==> src/rtl/spi_cmd_decoder.sv <==
// spi_cmd_decoder: framed SPI command parser, config register file and count readout.
// Define SPI_CMD_CHKSUM_EN to add an XOR checksum byte to WRITE/READ/COUNT frames.

module spi_cmd_decoder #(
    parameter int         NREG      = 4,
    parameter logic [3:0] STATUS_ID = 4'hA,
    localparam int        AW        = (NREG > 1) ? $clog2(NREG) : 1
) (
    input  logic                 sysClk,
    input  logic                 reset,
    input  logic [7:0]           rx,
    input  logic                 rxValid,
    input  logic                 ss_active,
    input  logic [31:0]          count,
    input  logic                 count_valid,
    output logic [7:0]           tx,
    output logic [32*NREG-1:0]   regs,
    output logic                 wr_stb,
    output logic [AW-1:0]        wr_addr
);

    typedef enum logic [2:0] {S_IDLE, S_ADDR, S_DATA, S_CHK, S_DRAIN} state_t;
    typedef enum logic [1:0] {OP_WR, OP_RD, OP_CNT} op_t;

`ifdef SPI_CMD_CHKSUM_EN
    localparam int WDW = 32;
`else
    localparam int WDW = 24;
`endif

    localparam logic [31:0] NREG_W = NREG;

    state_t           state_q, state_d;
    op_t              op_q;
    logic [1:0]       idx_q;
    logic [AW-1:0]    addr_q;
    logic             addr_ok_q;
    logic [WDW-1:0]   wdata_q;
    logic [31:0]      word_q;
    logic [7:0]       tx_q;
    logic             tx_stat_q;
    logic             err_q;
    logic [31:0]      reg_q [NREG];

    logic             addr_ok;
    logic [31:0]      rd_word;
    logic             commit;
    logic [31:0]      commit_data;

    function automatic logic [7:0] byte_of(input logic [31:0] w, input logic [1:0] k);
        case (k)
            2'd0:    return w[31:24];
            2'd1:    return w[23:16];
            2'd2:    return w[15:8];
            default: return w[7:0];
        endcase
    endfunction

`ifdef SPI_CMD_CHKSUM_EN
    function automatic logic [7:0] xor4(input logic [31:0] w);
        return w[31:24] ^ w[23:16] ^ w[15:8] ^ w[7:0];
    endfunction
`endif

    for (genvar g = 0; g < NREG; g++) begin : g_flat
        assign regs[32*g +: 32] = reg_q[g];
    end

    assign addr_ok = {24'd0, rx} < NREG_W;
    assign rd_word = addr_ok ? reg_q[rx[AW-1:0]] : 32'h0;
    assign tx      = tx_stat_q ? {STATUS_ID, 2'b00, err_q, count_valid} : tx_q;

    // state register
    always_ff @(posedge sysClk or posedge reset) begin
        if (reset) state_q <= S_IDLE;
        else       state_q <= state_d;
    end

    // next state and write-commit decision
    always_comb begin
        state_d     = state_q;
        commit      = 1'b0;
        commit_data = {wdata_q[23:0], rx};
        if (!ss_active) begin
            state_d = S_IDLE;
        end else if (rxValid) begin
            unique case (state_q)
                S_IDLE: begin
                    case (rx)
                        8'h01, 8'h02: state_d = S_ADDR;
                        8'h03:        state_d = S_DATA;
                        default:      state_d = S_DRAIN;
                    endcase
                end
                S_ADDR: state_d = S_DATA;
                S_DATA: begin
                    if (idx_q == 2'd3) begin
`ifdef SPI_CMD_CHKSUM_EN
                        state_d = S_CHK;
`else
                        state_d = S_DRAIN;
                        commit  = (op_q == OP_WR) && addr_ok_q;
`endif
                    end
                end
                S_CHK: begin
                    state_d = S_DRAIN;
`ifdef SPI_CMD_CHKSUM_EN
                    commit_data = wdata_q;
                    commit = (op_q == OP_WR) && addr_ok_q && (rx == xor4(wdata_q));
`endif
                end
                S_DRAIN: state_d = S_DRAIN;
            endcase
        end
    end

    // payload capture, tx byte staging, error flag and register commit
    always_ff @(posedge sysClk or posedge reset) begin
        if (reset) begin
            op_q      <= OP_WR;
            idx_q     <= 2'd0;
            addr_q    <= '0;
            addr_ok_q <= 1'b0;
            wdata_q   <= '0;
            word_q    <= 32'h0;
            tx_q      <= 8'h00;
            tx_stat_q <= 1'b1;
            err_q     <= 1'b0;
            wr_stb    <= 1'b0;
            wr_addr   <= '0;
            for (int i = 0; i < NREG; i++) reg_q[i] <= 32'h0;
        end else begin
            wr_stb <= 1'b0;
            if (!ss_active) begin
                tx_stat_q <= 1'b1;
                tx_q      <= 8'h00;
                idx_q     <= 2'd0;
                wdata_q   <= '0;
            end else if (rxValid) begin
                tx_stat_q <= 1'b0;
                tx_q      <= 8'h00;
                unique case (state_q)
                    S_IDLE: begin
                        idx_q <= 2'd0;
                        case (rx)
                            8'h01: op_q <= OP_WR;
                            8'h02: op_q <= OP_RD;
                            8'h03: begin
                                op_q   <= OP_CNT;
                                word_q <= count;
                                tx_q   <= count[31:24];
                            end
                            default: err_q <= 1'b1;
                        endcase
                    end
                    S_ADDR: begin
                        addr_q    <= rx[AW-1:0];
                        addr_ok_q <= addr_ok;
                        if (!addr_ok) err_q <= 1'b1;
                        if (op_q == OP_RD) begin
                            word_q <= rd_word;
                            tx_q   <= rd_word[31:24];
                        end
                    end
                    S_DATA: begin
                        idx_q   <= idx_q + 2'd1;
                        wdata_q <= {wdata_q[WDW-9:0], rx};
                        if (op_q != OP_WR) begin
                            if (idx_q != 2'd3) tx_q <= byte_of(word_q, idx_q + 2'd1);
`ifdef SPI_CMD_CHKSUM_EN
                            else tx_q <= xor4(word_q);
`endif
                        end
                    end
                    S_CHK: begin
`ifdef SPI_CMD_CHKSUM_EN
                        if (op_q == OP_WR && addr_ok_q && !commit) err_q <= 1'b1;
`endif
                    end
                    S_DRAIN: begin
                    end
                endcase
                if (commit) begin
                    reg_q[addr_q] <= commit_data;
                    wr_stb        <= 1'b1;
                    wr_addr       <= addr_q;
                    if (addr_q == '0) err_q <= 1'b0;
                end
            end
        end
    end

endmodule

==> config.mk <==
export PLATFORM = sky130hd
export DESIGN_NAME = spi_cmd_decoder
export DESIGN_NICKNAME = d
export VERILOG_FILES = /design/src/rtl/spi_cmd_decoder.sv
export SDC_FILE = /design/constraint.sdc
export NUM_CORES = 1
export LEC_CHECK = 0
export BUFFER_PORTS_ARGS = -buffer_cell sky130_fd_sc_hd__buf_2
export CAP_MARGIN = 20
export CORE_MARGIN = 2
export CORE_UTILIZATION = 30
export DETAILED_ROUTE_END_ITERATION = 10
export PLACE_DENSITY = 0.55
export SETUP_SLACK_MARGIN = 0.2
export SYNTH_ARGS = -nofsm -noshare
export SYNTH_HDL_FRONTEND = slang
export SYNTH_SLANG_ARGS = --single-unit
==> constraint.sdc <==
create_clock -name sysClk -period 15.8 [get_ports sysClk]
set_clock_uncertainty 0.1 [all_clocks]
set_input_delay 2.37 -clock sysClk [delete_from_list [all_inputs] [get_ports sysClk]]
set_output_delay 2.37 -clock sysClk [all_outputs]
set_load 0.01 [all_outputs]
==> metrics.md, run 1 <==
| Metric | Value |
|---|---|
| Status | `completed` |
| DP Cell Count | `roughly 1200` |
| Req. time, crit path | `around 13 ns` |
| Worst setup SP type | `primary input` |
| Main flop type after synthesis | `dfrtp_1` |
| Die height | `around 180 µm` |
| CP Cell Sequence | `buf_2 > mux2_2 > buf_2` |
| Residual DRC count | `0` |
| Critical setup path kind | `in2out` |
| Largest net degree at the start of global routing | `100` |
| R2R Setup Slk | `13.16 ns` |
| Worst hold start | `wr_addr[1]$_DFFE_PP0P_` |
| CP peak stage delay | `0.25 ns` |
| Worst setup path startpoint | `count_valid` |
| Ports | `184` |
| Top cell by count, worst path | `buf_2` |
| Min-Delay Endpoint | `wr_addr[1]$_DFFE_PP0P_` |
| F_max | `0.188 GHz` |
| Resized Gates After CTS | `0` |
| Most area-consuming cells after synthesis | `dfrtp_1, mux2_2, mux4_2` |
| Clock Latency Late Sink | `between 0.5 and 0.6 ns` |
| FILL cells | `around 3100` |
| FP Rows | `65` |
| Post-synthesis async set-or-reset flop share | `1.00` |
| Multi-input combinational cell area | `about 0.004 mm²` |
| Syn_nets | `~690` |
| CTS tree | `done` |
| Width of the die | `~180 µm` |
| Post-synth EDFFs | `0` |
| Final Cell Area | `around 0.012 mm²` |
| Fin. Hold Viols | `0` |
| Syn Inst Count | `roughly 640` |
| Worst vdd ir | `0.0683 mV` |
| Vias/cell | `5.10` |
| Syn. warnings | `0` |
| Leak Pwr | `5.88 nW` |
| Avg Cell Area, Syn | `between 10 and 15 µm²` |
| R2r startpoint | `idx_q[0]$_DFFE_PP0P_` |
| # clock sinks | `slightly above 200` |
| Clock buffer count from CTS | `24` |
| Initial antenna violation count | `2` |
| CTS root buffer | `clkbuf_16` |
| Final cell count without fillers | `about 1200` |
| Drt total wl | `28000 µm` |
| Cell accounting for the most synthesized area | `dfrtp_1` |
| Max cap viols | `0` |
| Port bufs | `183` |
| Share of cells above drive strength 1 | `0.458` |
| DR pass1 iterations | `5` |
| Total number of vias | `approximately 6300` |
| Crit. End Element | `primary output` |
| WHS Path Cells | `2` |
| Setup Fix Bufs, Post-CTS | `0` |
| Share of the synthesized area in the top cell type | `0.544` |
| Setup TNS | `0 ns` |
| DIE AREA | `between 0.03 and 0.04 mm²` |
| Vias in the first global route | `around 6500` |
| Final Slew Violations | `0` |
| CP arrival | `around 2.9 ns` |
| Worst R2R Path Depth | `7` |
| Worst slew pin tran | `0.920 ns` |
| Gr ovfl total | `0` |
| Post-Syn Area | `approximately 0.0095 mm²` |
| DR iter-0 viols | `about 340` |
| Initial Util | `0.302` |
| FF-to-FF End | `regs[119]$_DFFE_PP0P_` |
| Area grow syn2layout | `22.1%` |
| Synthesized flop and latch total | `207` |
| Sequential share of the synthesized area | `0.547` |
| GRT Overall Usage | `0.170` |
| Clock buffer depth | `3` |
| Netlist cell types | `between 50 and 60` |
| # hold bufs at CTS | `0` |
| Final min period | `about 5.3 ns` |
| Pwr Density | `slightly above 100 mW/mm²` |
| Worst Hold Class | `reg2reg` |
| First-pass GRT wire length | `42700 µm` |
| CP max FO | `1` |
| RSZ-0062 raised after global routing | `no` |
| Clock slew at reported path FFs | `0.05 ns` |
| Top delay family on crit path | `multiplexers` |
| ANT nets after route | `0` |
| Final Power | `1.17 mW` |
| Core Box Area | `between 0.03 and 0.04 mm²` |
| Slew HR | `0.382` |
| Fin crit share | `0.337` |
| GPL Wtd Cong | `0.788` |
| Register area | `between 0.005 and 0.006 mm²` |
| Buf+Inv Stages, Crit Path | `2` |
| Nets | `approximately 870` |
| Drt wl/cell | `between 20 and 25 µm` |
| Area after DPL | `about 0.011 mm²` |
| Final setup viols | `0` |
| Worst path slowest cell | `mux2_2` |
| Hpwl dp | `approximately 19000 µm` |
| H-tree depth | `1` |
metrics by stage:
step                      setup WS, ns  utilization  hold slack, ns
after global routing             10.47        0.369           0.401
final                            10.48        0.369           0.378
after CTS                        10.48        0.367           0.388
after floorplan                   7.68            -           0.358
after global placement           10.48        0.343           0.367
after detailed placement         10.48        0.344           0.373
worst max-delay path by stage:
stage,endpoint,slack [ns],cells past startpoint
finish,tx[0],10.48,3
global route,tx[0],10.47,3
CTS,tx[0],10.48,3
detailed placement,tx[0],10.48,3
global placement,tx[0],10.48,3
floorplan,addr_ok_q$_DFFE_PP0P_,7.68,1
kinds of logic (layout without fill, tap and decap cells):
group                      Yosys count  count (layout)  share of synthesized area
DFF                                207             207                      0.547
muxes                              198             198                      0.277
AOI/OAI and AO/OA                  110             110                     0.0964
and+or+nand+nor                     67              67                     0.0436
buffers and inverters               56             241                     0.0281
adders and majority gates            5               5                    0.00661
xor gates and xnor gates             1               1                   0.000925
other                                0               2                          0
state kept, by name (all words and copies together) (netlist names), 2 cells and up:
name	cells
tx_q	8
word_q	32
wdata_q	24
addr_q	2
op_q	2
idx_q	2
state_q	3
regs	128
wr_addr	2
tightest hold or removal path: stages, from the launching register on:
cell,delay (ns)
dfrtp_1,0.34
nand2_1,0.05
nand2_1,0.06
cells in the mapped netlist, drive strengths merged (3+ instances only):
library cell  count
nor2              7
a222oi            8
buf              28
nand2            20
mux4             32
a221o             8
mux2            165
nand2b            3
a21o              3
dfrtp           206
nand3             3
clkbuf           23
ha                5
a21oi             5
and2              7
inv               5
o21ai            12
nor2b             6
a22o             64
nor3b             4
power by group:
| group | switching (mW) | internal (mW) | total, mW |
|---|---|---|---|
| Combinational | 0.0390 | 0.0403 | 0.0793 |
| Sequential | 0.0181 | 0.554 | 0.572 |
| Clock | 0.216 | 0.302 | 0.518 |
| Total | 0.273 | 0.896 | 1.17 |
per-layer routing:
layer	part of all wire	global-route usage	vias to the layer above
met5	0	0	-
met1	0.46	0.238	3270
met4	0.024	0.0488	0
met2	0.46	0.268	181
met3	0.058	0.0331	40
li1	-	-	2802
cell usage in the layout (no fill, tap or decap), types with 3 or more instances in the layout:
master and instances:
buf_2 183, a221o_1 8, dfrtp_1 206, mux2_1 59, clkbuf_8 5, mux2_4 10
a22o_1 64, buf_4 8, a21o_1 3, and2_1 7, clkbuf_1 8, a21oi_1 4
nor2b_1 6, mux2_2 96, nor2_1 7, a222oi_1 8, o21ai_0 12, ha_1 5
clkbuf_16 24, nor3b_1 3, nand2_1 20, inv_1 3, mux4_2 32, nand2b_1 3
final cells by class:
type	count	area share
diodes	2	0.000433
multi-input cells	381	0.349
inverters	5	0.00227
clock inverters	3	0.00227
repair buffers	196	0.0939
flip-flops and latches	207	0.448
well taps	402	0.0435
clock buffers	37	0.0605
Power figures use the tool's default switching activity.
==> run 2: changes to the inputs <==
--- a/config.mk
+++ b/config.mk
@@ -5,12 +5,13 @@
 export SDC_FILE = /design/constraint.sdc
 export NUM_CORES = 1
 export LEC_CHECK = 0
+export ABC_AREA = 1
 export BUFFER_PORTS_ARGS = -buffer_cell sky130_fd_sc_hd__buf_2
 export CAP_MARGIN = 20
 export CORE_MARGIN = 2
 export CORE_UTILIZATION = 30
 export DETAILED_ROUTE_END_ITERATION = 10
-export PLACE_DENSITY = 0.55
+export PLACE_DENSITY = 0.56
 export SETUP_SLACK_MARGIN = 0.2
 export SYNTH_ARGS = -nofsm -noshare
 export SYNTH_HDL_FRONTEND = slang
==> constraint.sdc (replaced) <==
create_clock -name sysClk -period 4.82 [get_ports sysClk]
set_clock_uncertainty 0.1 [all_clocks]
set_input_delay 0.723 -clock sysClk [delete_from_list [all_inputs] [get_ports sysClk]]
set_output_delay 0.723 -clock sysClk [all_outputs]
set_load 0.01 [all_outputs]
==> run 2 against run 1 <==
Worst hold slack lost 0.11 ns. Non-clock buffer count shrank 4. Via count grew 39%. Worst setup slack lost 8.5 ns. Clock power grew to 3.5 times the previous value. Synthesized cell count grew 91%. Critical path depth grew 7. Routed wire length grew 19%. Register-to-register slack lost 11 ns.
==> metrics.md, run 2 <==
| Metric | Value |
|---|---|
| Cell accounting for the most synthesized area | `dfrtp_1` |
| Final Slew Violations | `0` |
| DIE AREA | `approximately 0.034 mm²` |
| Drt total wl | `~33000 µm` |
| Top delay family on crit path | `simple AND/OR/NAND/NOR gates` |
| Die height | `around 180 µm` |
| Width of the die | `around 180 µm` |
| FP Rows | `between 60 and 70` |
| Sequential share of the synthesized area | `0.536` |
| Leak Pwr | `6.04 nW` |
| GPL Wtd Cong | `about 0.86` |
| Req. time, crit path | `slightly above 5 ns` |
| Nets | `1437` |
| Commonest non-fill, non-tap cells in the layout | `nand2_1, dfrtp_1, buf_2` |
| Count leader, synth | `nand2_1` |
| XOR/XNOR Fraction of Synth Area | `0` |
| CTS tree | `done` |
| Vias in the first global route | `8390` |
| Syn. warnings | `0` |
| Post-synth EDFFs | `0` |
| Worst vdd ir | `between 0.2 and 0.25 mV` |
| Final Util | `0.371` |
| Worst R2R Path Depth | `8` |
| Pre-CTS setup slack | `about 1.4 ns` |
| Fin crit share | `0.581` |
| Clock buffer depth | `3` |
| Main flop type after synthesis | `dfrtp_1` |
| Final setup viols | `0` |
| FF-to-FF End | `word_q[8]$_DFFE_PP0P_` |
| Hpwl dp | `24000 µm` |
| Worst path slowest cell | `nor2_4` |
| Initial antenna violation count | `0` |
| Share of cells above drive strength 1 | `0.187` |
| Clock slew at reported path FFs | `roughly 0.060 ns` |
| Net Switching | `0.982 mW` |
| P_int | `around 3.0 mW` |
| Clock buffer count from CTS | `24` |
| RSZ-0062 raised after global routing | `no` |
| Avg Cell Area, Syn | `about 7.9 µm²` |
| Resized Gates After CTS | `0` |
| Largest net degree at the start of global routing | `a little under 100` |
| # hold bufs at CTS | `0` |
| Comb pwr share | `0.071` |
| GRT Overall Usage | `0.196` |
| DR pass1 iterations | `5` |
| Syn_nets | `between 1000 and 1500` |
| Switching share of power | `0.249` |
| Complex-gate fraction of the synthesized area | `0.126` |
| Most common library cell in the layout ignoring fill and taps | `nand2_1` |
| Slew HR | `0.333` |
| Final Cell Area | `roughly 0.012 mm²` |
| Residual DRC count | `0` |
| Register share of total power | `0.470` |
| Commonest cells in the synthesized netlist | `nand2_1, dfrtp_1, o21ai_0` |
| CTS root buffer | `clkbuf_16` |
| Post-synthesis mux area share | `0` |
| Syn Inst Count | `approximately 1200` |
| Port bufs | `roughly 180` |
| Ports | `184` |
| R2r startpoint | `state_q[1]$_DFFE_PP0P_` |
| Status | `completed` |
| Gr ovfl total | `0` |
| Clk pwr share | `0.459` |
| FILL cells | `around 3400` |
| Clock Latency Late Sink | `about 0.53 ns` |
| DP Cell Count | `roughly 1800` |
| Vias/cell | `~4.8` |
| Critical setup path kind | `in2reg` |
| Simple-Gate Fraction of Synth Area | `0.263` |
| F_max | `between 0.3 and 0.4 GHz` |
| Post-synthesis async set-or-reset flop share | `1.00` |
| Buf+Inv Stages, Crit Path | `3` |
| Most area-consuming cells after synthesis | `dfrtp_1, nand2_1, o21ai_0` |
| # diodes | `0` |
| H-tree depth | `1` |
| Worst setup SP type | `primary input` |
| First-pass GRT wire length | `between 50000 and 60000 µm` |
| Pwr Density | `about 340 mW/mm²` |
| Total number of vias | `around 8700` |
| Worst slew pin tran | `~1 ns` |
| CP peak stage delay | `about 0.48 ns` |
| Share of the synthesized area in the top cell type | `0.533` |
| Largest register FFs | `about 130` |
| CP max FO | `40` |
| # clock sinks | `a little over 200` |
| CP arrival | `3.08 ns` |
| Setup Fix Bufs, Post-CTS | `0` |
| Fin. Hold Viols | `0` |
| Area after DPL | `roughly 0.011 mm²` |
| Core Box Area | `between 0.03 and 0.04 mm²` |
| Setup slack after layout | `2.02 ns` |
| Post-Syn Area | `between 0.009 and 0.01 mm²` |
| Initial Util | `0.306` |
| Final min period | `around 2.8 ns` |
| Area grow syn2layout | `21.2%` |
| R2R Setup Slk | `~2.1 ns` |
| Setup TNS | `0 ns` |
| Adder-cell share of the synthesized area | `0.00647` |
| Final cell count without fillers | `1806` |
| Largest family of logic cells by synthesized area | `simple AND/OR/NAND/NOR gates` |
| DR iter-0 viols | `a little under 600` |
| Worst Hold Class | `in2async` |
| ANT nets after route | `0` |
| Synthesized flop and latch total | `207` |
| Crit. End Element | `flop` |
| CP Cell Sequence | `buf_2 > nand2_4 > inv_2 > nand2_1 > nor2_2 > nor2_1 > nor2_4 > inv_2 > nand2_1 > o21ai_1` |
| Drt wl/cell | `roughly 18 µm` |
| Netlist cell types | `35` |
| Max cap viols | `0` |
run 2: changes by cell type in the layout (fill, tap and decap cells not counted), sizes merged, moves of 64 or more:
cell | previous run | this run
nand2 | 20 | 470
mux2 | 165 | 0
o21ai | 12 | 151
inv | 5 | 106
nor2 | 7 | 83
a22o | 64 | 0
run 2: cells by family after synthesis:
family / after synthesis
buffers and inverters: 166
adders and majority gates: 5
DFF: 207
AOI/OAI and AO/OA: 227
and+or+nand+nor: 622
run 2: area by class of cell:
class	instances	area, µm²	share of cell area
Tap cell	402	503	0.0429
Multi-Input combinational cell	854	3840	0.328
Sequential cell	207	5180	0.442
Clock buffer	36	706	0.0602
Timing Repair Buffer	192	996	0.0850
Clock inverter	7	85.1	0.00726
Inverter	108	412	0.0351
run 2: metrics by stage:
stage               power (mW)  hold slack (ns)
floorplan                 2.05            0.341
global placement          2.16            0.358
detailed placement        2.16            0.361
CTS                       3.98            0.330
global route              4.08            0.340
finish                    3.94            0.271
run 2: how the worst max path moves through the flow:
stage | startpoint | endpoint | slack [ns] | cells after the start
after floorplan | reset | addr_ok_q$_DFFE_PP0P_ | 1.31 | 1
after global placement | rx[0] | word_q[25]$_DFFE_PP0P_ | 1.50 | 10
after detailed placement | rx[0] | word_q[24]$_DFFE_PP0P_ | 1.43 | 10
after CTS | rx[0] | word_q[24]$_DFFE_PP0P_ | 1.99 | 10
after global routing | rx[0] | word_q[30]$_DFFE_PP0P_ | 1.69 | 10
final | rx[0] | word_q[24]$_DFFE_PP0P_ | 2.02 | 10
run 2: power groups by stage:
stage,Clock [mW],Combinational (mW),Sequential (mW)
4_1_cts,1.84,0.282,1.85
3_5_place_dp,0,0.280,1.88
6_report,1.81,0.278,1.85
2_1_floorplan,0,0.183,1.87
5_1_grt,1.91,0.316,1.86
3_3_place_gp,0,0.278,1.89
run 2: worst register-to-register path, stage by stage, from the launching register on:
cell     delay, ns
dfrtp_1       0.44
nor2_1        0.22
nand2_2       0.48
nor2_2        0.76
buf_4         0.35
nand2_1       0.11
nand2_1       0.08
nand2_1       0.05
nand2_1       0.08
run 2: layer usage:
metal	GRT usage	vias to the layer above	share of wire	wire (µm)
met3	0.0293	47	0.059	1950
li1	-	4231	-	-
met2	0.311	303	0.45	15000
met4	0.0576	0	0.030	1000
met1	0.278	4151	0.46	15300
met5	0	-	0	0
==> run 3: changes to the inputs <==
--- a/config.mk
+++ b/config.mk
@@ -11,7 +11,7 @@
 export CORE_MARGIN = 2
 export CORE_UTILIZATION = 30
 export DETAILED_ROUTE_END_ITERATION = 10
-export PLACE_DENSITY = 0.56
+export PLACE_DENSITY = 0.54
 export SETUP_SLACK_MARGIN = 0.2
 export SYNTH_ARGS = -nofsm -noshare
 export SYNTH_HDL_FRONTEND = slang
==> constraint.sdc (replaced) <==
create_clock -name sysClk -period 2.6 [get_ports sysClk]
set_clock_uncertainty 0.1 [all_clocks]
set_input_delay 0.39 -clock sysClk [delete_from_list [all_inputs] [get_ports sysClk]]
set_output_delay 0.39 -clock sysClk [all_outputs]
set_load 0.01 [all_outputs]
==> run 3 against run 2 <==
Critical endpoint is now regs[59]$_DFFE_PP0P_. Final cell count grew 1.3%. Clock-buffer cell count shrank 6. Die area stayed put. Clock power increased by 110%. Critical path depth shrank 1.
==> metrics.md, run 3 (synthesis results as in run 2) <==
| Metric | Value |
|---|---|
| Vias/cell | `around 4.9` |
| CTS tree | `done` |
| Status | `completed` |
| Largest net degree at the start of global routing | `~100` |
| CP arrival | `2.45 ns` |
| Setup TNS | `0 ns` |
| DIE AREA | `0.0337 mm²` |
| GRT Overall Usage | `0.204` |
| Worst vdd ir | `0.388 mV` |
| Worst hold start | `rx[2]` |
| Register share of total power | `0.446` |
| Clock buffer count from CTS | `25` |
| Drt total wl | `between 30000 and 40000 µm` |
| Most common library cell in the layout ignoring fill and taps | `nand2_1` |
| Residual DRC count | `0` |
| Setup Fix Bufs, Post-CTS | `0` |
| Pwr Density | `~640 mW/mm²` |
| Met3 Wirelength | `between 2000 and 2500 µm` |
| Req. time, crit path | `approximately 2.9 ns` |
| Pre-CTS setup slack | `between 0.2 and 0.3 ns` |
| Final setup viols | `0` |
| RSZ-0062 raised after global routing | `no` |
| Setup slack after layout | `between 0.4 and 0.5 ns` |
| Nets | `approximately 1500` |
| H-tree depth | `1` |
| Worst setup SP type | `flop` |
| Width of the die | `between 150 and 200 µm` |
| Area after DPL | `approximately 0.011 mm²` |
| Crit. End Element | `flop` |
| Net Switching | `between 1.5 and 2 mW` |
| Area grow syn2layout | `24.0%` |
| Die height | `approximately 180 µm` |
| Gr ovfl total | `0` |
| Drt wl/cell | `around 19 µm` |
| Max cap viols | `0` |
| Min-Delay Endpoint | `regs[98]$_DFFE_PP0P_` |
| Comb pwr share | `0.071` |
| Clock slew at reported path FFs | `about 0.06 ns` |
| Share of cells above drive strength 1 | `0.202` |
| DR top layer | `met4` |
| DR pass1 iterations | `5` |
| Clk pwr share | `0.483` |
| Final Slew Violations | `0` |
| Total number of vias | `~8900` |
| FP Rows | `between 60 and 70` |
| Ports | `between 150 and 200` |
| Final Power | `between 7 and 8 mW` |
| ANT nets after route | `0` |
| Slew HR | `0.422` |
| P_int | `just under 6 mW` |
| Vias in the first global route | `8592` |
| Final min period | `roughly 2.2 ns` |
| Initial antenna violation count | `0` |
| # diodes | `0` |
| Initial Util | `0.306` |
| GPL Wtd Cong | `0.935` |
| WHS Path Cells | `3` |
| Largest register FFs | `128` |
| Core Box Area | `between 0.03 and 0.04 mm²` |
| Fin. Hold Viols | `0` |
| Port bufs | `around 180` |
| Critical setup path kind | `reg2reg` |
| First-pass GRT wire length | `52700 µm` |
| Switching share of power | `0.249` |
| F_max | `between 0.4 and 0.5 GHz` |
| Worst slew pin tran | `between 0.8 and 0.9 ns` |
| Clock buffer depth | `3` |
| Hpwl dp | `approximately 25000 µm` |
| R2r startpoint | `idx_q[0]$_DFFE_PP0P_` |
| CP max FO | `64` |
| FF-to-FF End | `regs[59]$_DFFE_PP0P_` |
| # clock sinks | `a little over 200` |
| Met1 WL | `~16000 µm` |
| Fin crit share | `0.829` |
| Commonest non-fill, non-tap cells in the layout | `nand2_1, dfrtp_1, buf_2` |
| Leak Pwr | `about 6.2 nW` |
| Final Util | `0.379` |
| R2R Setup Slk | `between 0.4 and 0.5 ns` |
| CTS root buffer | `clkbuf_16` |
| Metal2 WL | `15700 µm` |
| DR iter-0 viols | `between 700 and 800` |
| Worst Hold Class | `in2reg` |
| Worst R2R Path Depth | `9` |
| Clock Latency Late Sink | `between 0.5 and 0.6 ns` |
| Final Cell Area | `0.0120 mm²` |
## run 3: cell count changes in the layout (fill, tap and decap cells not counted), moves of 2 or more
cell           previous run  this run
dlygate4sd3_1             0         2
bufinv_16                 1         4
clkinv_2                  5        10
clkbuf_1                  6         2
buf_12                    1         4
buf_4                     8        23
clkbuf_8                  6         3
## run 3: cell type report
class                      count  area, µm²
tap                          402        503
inverter                     108        414
clock inverter                16        199
multi-input combinational    854       3830
sequential                   207       5180
fill                        3326      19600
clock buffer                  30        674
timing repair buffer         212       1190
## run 3: worst max path at each step
| stage | start | to | slack [ns] | depth (start not counted) |
|---|---|---|---|---|
| floorplan | reset | addr_ok_q$_DFFE_PP0P_ | -0.58 | 1 |
| global placement | rx[1] | word_q[27]$_DFFE_PP0P_ | 0.34 | 10 |
| detailed placement | rx[1] | word_q[25]$_DFFE_PP0P_ | 0.29 | 10 |
| CTS | rx[5] | word_q[24]$_DFFE_PP0P_ | 0.35 | 10 |
| global route | idx_q[0]$_DFFE_PP0P_ | regs[95]$_DFFE_PP0P_ | 0.21 | 9 |
| finish | idx_q[0]$_DFFE_PP0P_ | regs[59]$_DFFE_PP0P_ | 0.44 | 9 |
## run 3: per-layer routing
layer / vias up / GRT usage
li1: 4265 / -
met1: 4263 / 0.295
met2: 296 / 0.318
met3: 49 / 0.0317
met4: 0 / 0.0515
met5: - / 0
## run 3: timing repair
item	4_1_cts	5_1_grt
gates resized for setup	0	2
endpoints found under the setup margin	0	23
hold buffers	2	0
hold endpoints to repair	86	0
## run 3: worst max-delay path, stage by stage, from the launching register on
cell and delay (ns):
dfrtp_1 0.41, ha_1 0.19, inv_1 0.08, nor3_1 0.31, nand2_4 0.14, inv_4 0.13, nand3_4 0.07, buf_4 0.34
nand2_1 0.12, o21ai_0 0.09
## run 3: metrics by stage
step | instances | hold WS (ns)
after floorplan | 1227 | 0.341
after global placement | 1781 | 0.357
after detailed placement | 1781 | 0.365
after CTS | 1829 | 0.00463
after global routing | 1829 | 0.0250
final | 1829 | 0.0126
## run 3: power by group through the flow
| stage | sequential (mW) | combinational (mW) | clock [mW] |
|---|---|---|---|
| finish | 3.44 | 0.546 | 3.72 |
| global route | 3.45 | 0.620 | 3.90 |
| CTS | 3.44 | 0.553 | 3.77 |
| detailed placement | 3.49 | 0.548 | 0 |
| global placement | 3.49 | 0.540 | 0 |
| floorplan | 3.46 | 0.338 | 0 |
